File: config.mk
export PLATFORM = sky130hd
export DESIGN_NAME = patgen_core
export DESIGN_NICKNAME = d
export VERILOG_FILES = /design/src/rtl/patgen_core.sv
export SDC_FILE = /design/constraint.sdc
export NUM_CORES = 1
export LEC_CHECK = 0
export BUFFER_PORTS_ARGS = -buffer_cell sky130_fd_sc_hd__buf_4
export CORE_ASPECT_RATIO = 1.2
export CORE_MARGIN = 8
export CORE_UTILIZATION = 46
export DETAILED_ROUTE_END_ITERATION = 8
export HOLD_SLACK_MARGIN = 0.06
export SLEW_MARGIN = 5
export SYNTH_ARGS = -nofsm -noshare
export SYNTH_HDL_FRONTEND = slang
export SYNTH_SLANG_ARGS = --single-unit
File: constraint.sdc
create_clock -name DCLK -period 21.9 [get_ports DCLK]
set_input_delay 1.095 -clock DCLK [delete_from_list [all_inputs] [get_ports DCLK]]
set_output_delay 1.095 -clock DCLK [all_outputs]
set_load 0.02 [all_outputs]
File: src/rtl/patgen_core.sv
// patgen_core: video test-pattern generator that re-times upstream syncs/DE and fills active pixels
module patgen_core #(
    parameter int BOX_SIZE = 64,
    parameter int BOX_STEP = 2
) (
    input  logic        DCLK,
    input  logic        DRST,
    input  logic [1:0]  RESOL,
    input  logic [2:0]  PAT_SEL,
    input  logic [23:0] SOLID_RGB,
    input  logic        HSYNC_X_IN,
    input  logic        VSYNC_X_IN,
    input  logic        PRE_DE,
    output logic        DSP_HSYNC_X,
    output logic        DSP_VSYNC_X,
    output logic        DSP_DE,
    output logic [7:0]  DSP_R,
    output logic [7:0]  DSP_G,
    output logic [7:0]  DSP_B
);
    logic        hs_q, hs_d, vs_q, vs_d, de_q, de_d;
    logic [23:0] rgb_q, rgb_d, solid_q, solid_d;
    logic [10:0] x_q, x_d, y_q, y_d, bx_q, bx_d, by_q, by_d;
    logic        dx_q, dx_d, dy_q, dy_d;
    logic [2:0]  pat_q, pat_d;
    logic [1:0]  res_q, res_d;
    logic        frame_start;
    logic [10:0] hact, vact;
    logic [2:0]  bar;
    logic [18:0] gq;
    logic [7:0]  gray;
    logic        grid, in_box;
    logic [23:0] pix;

    function automatic logic [10:0] hact_of(input logic [1:0] r);
        return r == 2'd0 ? 11'd640 : r == 2'd1 ? 11'd800 : r == 2'd2 ? 11'd1024 : 11'd1280;
    endfunction

    function automatic logic [10:0] vact_of(input logic [1:0] r);
        return r == 2'd0 ? 11'd480 : r == 2'd1 ? 11'd600 : r == 2'd2 ? 11'd768 : 11'd1024;
    endfunction

    // Clamp into [0, act-BOX_SIZE], move one step, reverse on reaching a wall; returns {dir, pos}
    function automatic logic [11:0] box_step(input logic [10:0] p, input logic d, input logic [10:0] act);
        logic [10:0] lim, c;
        logic [11:0] n;
        lim = act - 11'(BOX_SIZE);
        c = p > lim ? lim : p;
        n = d ? {1'b0, c} + 12'(BOX_STEP) : {1'b0, c} - 12'(BOX_STEP);
        if (d) return n >= {1'b0, lim} ? {1'b0, lim} : {1'b1, n[10:0]};
        return {1'b0, c} <= 12'(BOX_STEP) ? 12'h800 : {1'b0, n[10:0]};
    endfunction

    // Sync/DE delay, frame-start latching, pixel/line counters and box motion
    always_comb begin
        frame_start = vs_q & ~VSYNC_X_IN;
        hs_d = HSYNC_X_IN;
        vs_d = VSYNC_X_IN;
        de_d = PRE_DE;
        pat_d = frame_start ? PAT_SEL : pat_q;
        res_d = frame_start ? RESOL : res_q;
        solid_d = frame_start ? SOLID_RGB : solid_q;
        {dx_d, bx_d} = frame_start ? box_step(bx_q, dx_q, hact_of(RESOL)) : {dx_q, bx_q};
        {dy_d, by_d} = frame_start ? box_step(by_q, dy_q, vact_of(RESOL)) : {dy_q, by_q};
        x_d = !PRE_DE ? 11'd0 : (de_q && x_q != 11'h7FF) ? x_q + 11'd1 : x_q;
        y_d = frame_start ? 11'd0 : (de_q && !PRE_DE) ? y_q + 11'd1 : y_q;
    end

    // Colour of the pixel registered this cycle: column x_d on line y_q
    always_comb begin
        hact = hact_of(res_q);
        vact = vact_of(res_q);
        bar = 3'd0;
        for (int k = 1; k < 8; k++)
            if (14'(x_d) >= 14'(k) * 14'(hact >> 3)) bar = 3'(k);
        gq = res_q == 2'd0 ? {x_d, 8'd0} / 19'd640 :
             res_q == 2'd1 ? {x_d, 8'd0} / 19'd800 :
             res_q == 2'd2 ? {x_d, 8'd0} / 19'd1024 : {x_d, 8'd0} / 19'd1280;
        gray = gq > 19'd255 ? 8'hFF : gq[7:0];
        grid = x_d[5:0] == 6'd0 || y_q[5:0] == 6'd0 || x_d == hact - 11'd1 || y_q == vact - 11'd1;
        in_box = x_d >= bx_q && {1'b0, x_d} < {1'b0, bx_q} + 12'(BOX_SIZE) &&
                 y_q >= by_q && {1'b0, y_q} < {1'b0, by_q} + 12'(BOX_SIZE);
        pix = 24'h0;
        case (pat_q)
            3'd0: pix = {{8{~bar[1]}}, {8{~bar[2]}}, {8{~bar[0]}}};
            3'd1: pix = {3{gray}};
            3'd2: pix = {24{~(x_d[5] ^ y_q[5])}};
            3'd3: pix = {24{grid}};
            3'd4: pix = in_box ? 24'hFF0000 : 24'h0000FF;
            3'd5: pix = solid_q;
            default: pix = 24'h0;
        endcase
        rgb_d = PRE_DE ? pix : 24'h0;
    end

    // State register, asynchronously cleared by DRST
    always_ff @(posedge DCLK or negedge DRST) begin
        if (!DRST) begin
            hs_q <= 1'b1;
            vs_q <= 1'b1;
            de_q <= 1'b0;
            rgb_q <= 24'h0;
            x_q <= 11'd0;
            y_q <= 11'd0;
            bx_q <= 11'd0;
            by_q <= 11'd0;
            dx_q <= 1'b1;
            dy_q <= 1'b1;
            pat_q <= 3'd0;
            res_q <= 2'd0;
            solid_q <= 24'h0;
        end else begin
            hs_q <= hs_d;
            vs_q <= vs_d;
            de_q <= de_d;
            rgb_q <= rgb_d;
            x_q <= x_d;
            y_q <= y_d;
            bx_q <= bx_d;
            by_q <= by_d;
            dx_q <= dx_d;
            dy_q <= dy_d;
            pat_q <= pat_d;
            res_q <= res_d;
            solid_q <= solid_d;
        end
    end

    assign DSP_HSYNC_X = hs_q;
    assign DSP_VSYNC_X = vs_q;
    assign DSP_DE = de_q;
    assign {DSP_R, DSP_G, DSP_B} = rgb_q;
endmodule

==> impl_metrics.csv <==
group,metric,value,unit
placement,gp_congestion,0.9344,
worst_setup_path,endpoint_kind,"register",
sta,hold_viol_final,0,
clock_tree,worstSkewPairLatency,0.35,ns
synth,ys_ff_latch,102,
worst_setup_path,path_buf_inv,4,
power,power.switching,0.3858,mW
synth,synthesis.instances,1447,
die,rows,63,
clock_tree,htree_levels,3,
route,antenna_left,0,
power,leakage,5.646,nW
die,die_w,159.5,um
flow_run,maxCapViolCount,0,
synth,synth-seq-area-share,22.51,%
worst_setup_path,critPathLaunchType,"register",
route,routed_wirelength,33.40,mm
route,dr.pass1.iters,5,
worst_setup_path,rr_startpoint,"DSP_DE$_DFF_PN0_",
run_status,status,"complete, no violations",
power,internal_power,0.4835,mW
worst_hold_path,min-delay-start,"solid_q[1]$_DFFE_PN0P_",
worst_setup_path,cp_slowest_cell,"clkinv_1",
sta,slew_headroom,29.56,%
die,ios,61,
finish,nets,1617,
placement,io_buffer_count,60,
synth,ys_types,110,
finish,n_antenna_cell,0,
sta,setup_ws,12.54,ns
power,combinationalPowerShare,51.0,%
worst_setup_path,critical_path_class,"register to register",
power,swShare,44.38,%
worst_setup_path,cp.required,22.10,ns
grt,gr-usage-all-layers,21.80,%
finish,drive_gt1_share,10.71,%
route,vias_per_cell,6.127,
grt,grt_overflow_total,0,
die,dieHeight,188.2,um
sta,period_share,42.72,%
grt,antenna_found_initial,0,
sta,report.final.slew_viol_count,0,
clock_tree,clk_pin_slew,0.08,ns
worst_setup_path,critPathMaxStageDelay,0.67,ns
finish,fillers,2413,
synth,synth.avg_cell_area,7.853,sq um
clock_tree,cts.path.max_buffers,2,
route,drtIter0Drc,754,
clock_tree,cts_root_buf,"clkbuf_16",
sta,clock.fmax,106.9,MHz
placement,dp_hpwl,24.87,mm
sta,rsz0062_at_grt,"no",
clock_tree,numClockSinks,102,
worst_setup_path,arrival,9.56,ns
worst_setup_path,crit_fanout,16,
sta,fin_crit,9.355,ns
worst_hold_path,hold_path.class,"register to register",
route,drc,0,
sta,setup_tns,0,ns
clock_tree,postCtsHoldBufs,0,
grt,grt_first_pass_wirelength,54.94,mm
grt,grt_pass1_vias,10570,
power,p_per_area,70.63,nW/um^2
placement,pre_cts_slack,12.53,ns
power,clock_power_share,19.3,%
clock_tree,cts_tree,"built",
die,start_util,46.35,%
sta,setup_viol,0,
power,peakVddDrop,0.06475,mV
die,dieArea,30010,sq um
synth,yosys_most_used_dff,"dfrtp_1",
sta,skew,0.01081,ns
synth,syn-cell-area,11360,sq um
route,wl_per_cell,18.65,um
route,num_vias,10970,
sta,worst_pin_slew,1.036,ns
synth,syn-num-nets,1603,
grt,grt_max_degree,75,
die,core_area,24510,sq um
clock_tree,post_cts_resized,0,
worst_setup_path,cp_top_family,"compound AO/OA/AOI/OAI gates",
clock_tree,postCtsSetupBuffers,0,
synth,ys_async_sr_fraction,100.0,%
finish,area_growth,8.314,%
power,seqPwrFrac,29.8,%
synth,synth_warnings,0,
synth,synth_edf_count,0,
worst_setup_path,critPathLaunch,"DSP_DE$_DFF_PN0_",
clock_tree,cts_made_buffers,9,
-- layer usage --
layer / share of wire (%) / vias to the layer above / track usage [%]
met5: 0 / - / 0
met4: 3.0 / 0 / 8.103
met3: 3.9 / 62 / 2.248
met2: 51 / 312 / 38.71
met1: 42 / 5271 / 26.77
li1: - / 5328 / -
-- path summary, 6_finish.rpt --
path	endpoint	slack, ns	cells after the start
max	rgb_q[9]$_DFF_PN0_	12.54	30
min	solid_q[1]$_DFFE_PN0P_	0.48	2
max reg2reg	rgb_q[9]$_DFF_PN0_	12.54	30
min reg2reg	solid_q[1]$_DFFE_PN0P_	0.48	2
max in group asynchronous	rgb_q[1]$_DFF_PN0_	19.95	2
min in group asynchronous	by_q[2]$_DFFE_PN0P_	0.68	1
-- cell type report --
cell class	instances	area (sq um)	share of cell area [%]
Clock buffer	9	225.2	1.830
Clock inverter	7	88.84	0.7218
Inverter	74	277.8	2.257
Multi-Input combinational cell	1202	8212	66.72
Sequential cell	102	2557	20.78
Tap cell	325	406.6	3.304
Timing Repair Buffer	72	540.5	4.392
-- worst reg2reg max path, delay by kind of cell (launching register included) --
kind | cells | cell delay (ns)
buffers and inverters | 4 | 0.94
flip-flops | 1 | 0.44
AND/OR/NAND/NOR | 5 | 2.53
multiplexers | 2 | 0.71
XOR/XNOR | 1 | 0.19
adder cells (fa/ha/maj) | 2 | 0.46
AO/OA/AOI/OAI | 16 | 3.94
-- metrics by stage --
stage | std cells | utilization [%] | hold WS (ns) | total power, mW | cell area (sq um)
floorplan | 1447 | - | 0.4407 | 0.5811 | 11360
global placement | 1775 | 48.93 | 0.4536 | 0.6989 | 11990
detailed placement | 1775 | 48.93 | 0.4598 | 0.7038 | 11990
CTS | 1791 | 50.21 | 0.4792 | 0.8745 | 12310
global route | 1791 | 50.21 | 0.4955 | 0.9474 | 12310
finish | 1791 | 50.21 | 0.4785 | 0.8693 | 12310
-- power by group through the flow --
stage / combinational (mW) / sequential (mW) / clock (mW)
floorplan: 0.325 / 0.256 / 0
global placement: 0.437 / 0.262 / 0
detailed placement: 0.441 / 0.263 / 0
CTS: 0.444 / 0.259 / 0.172
global route: 0.504 / 0.264 / 0.180
finish: 0.443 / 0.259 / 0.168
-- synthesized netlist by cell type, drive strengths merged, types with 10 or more instances --
master / count / area [sq um]
nand4: 21 / 137.6
nand2: 203 / 762.0
nor3: 37 / 207.7
o22ai: 10 / 76.32
buf: 24 / 157.7
nand3: 44 / 225.2
xnor2: 42 / 375.4
xor2: 22 / 200.2
clkbuf: 45 / 168.9
a221oi: 10 / 87.58
nor4: 12 / 81.33
or3: 11 / 68.82
o21a: 13 / 97.59
a21oi: 101 / 520.5
nor2: 112 / 422.9
a311oi: 10 / 128.9
o21ai: 93 / 469.2
inv: 69 / 259.0
o211ai: 15 / 112.6
a31oi: 39 / 277.8
dfrtp: 98 / 2452
ha: 122 / 1526
and2: 16 / 100.1
a21o: 21 / 157.7
and3: 19 / 118.9
mux2i: 26 / 292.8
nor2b: 24 / 150.1
a211oi: 27 / 242.7
nand2b: 24 / 150.1
-- cell usage in the layout (no fill, tap or decap), types with 7 or more instances in the layout --
cell	count
nand2_1	203
ha_1	122
nor2_1	111
a21oi_1	99
dfrtp_1	98
o21ai_0	76
buf_4	72
inv_1	63
nand3_1	43
xnor2_1	41
nor3_1	35
a31oi_1	35
nor2b_1	23
nand2b_1	23
mux2i_1	22
a211oi_1	22
xor2_1	21
a21o_1	21
nand4_1	20
and3_1	19
and2_1	16
o21ai_1	16
o211ai_1	15
o21a_1	13
or3_1	11
nor4_1	11
a221oi_1	10
o22ai_1	9
clkbuf_16	9
a311oi_1	7
-- logic make-up (layout without fill, tap and decap cells) --
kind of cell | after synthesis | after routing | share of synthesized area, %
compound gates | 434 | 434 | 27.16
flops | 102 | 102 | 22.51
fa+ha+maj | 123 | 123 | 13.52
mux | 32 | 32 | 3.204
xor+xnor | 64 | 64 | 5.065
simple gates | 549 | 549 | 23.22
buf+inv | 143 | 162 | 5.318
-- registers in the layout, indices dropped and copies added, names as in the netlist, 2 cells and up --
| name | cells |
|---|---|
| y_q | 11 |
| pat_q | 3 |
| solid_q | 24 |
| res_q | 2 |
| rgb_q | 24 |
| x_q | 11 |
| by_q | 11 |
| bx_q | 11 |
Note: power is estimated with default switching activity, not from simulation.
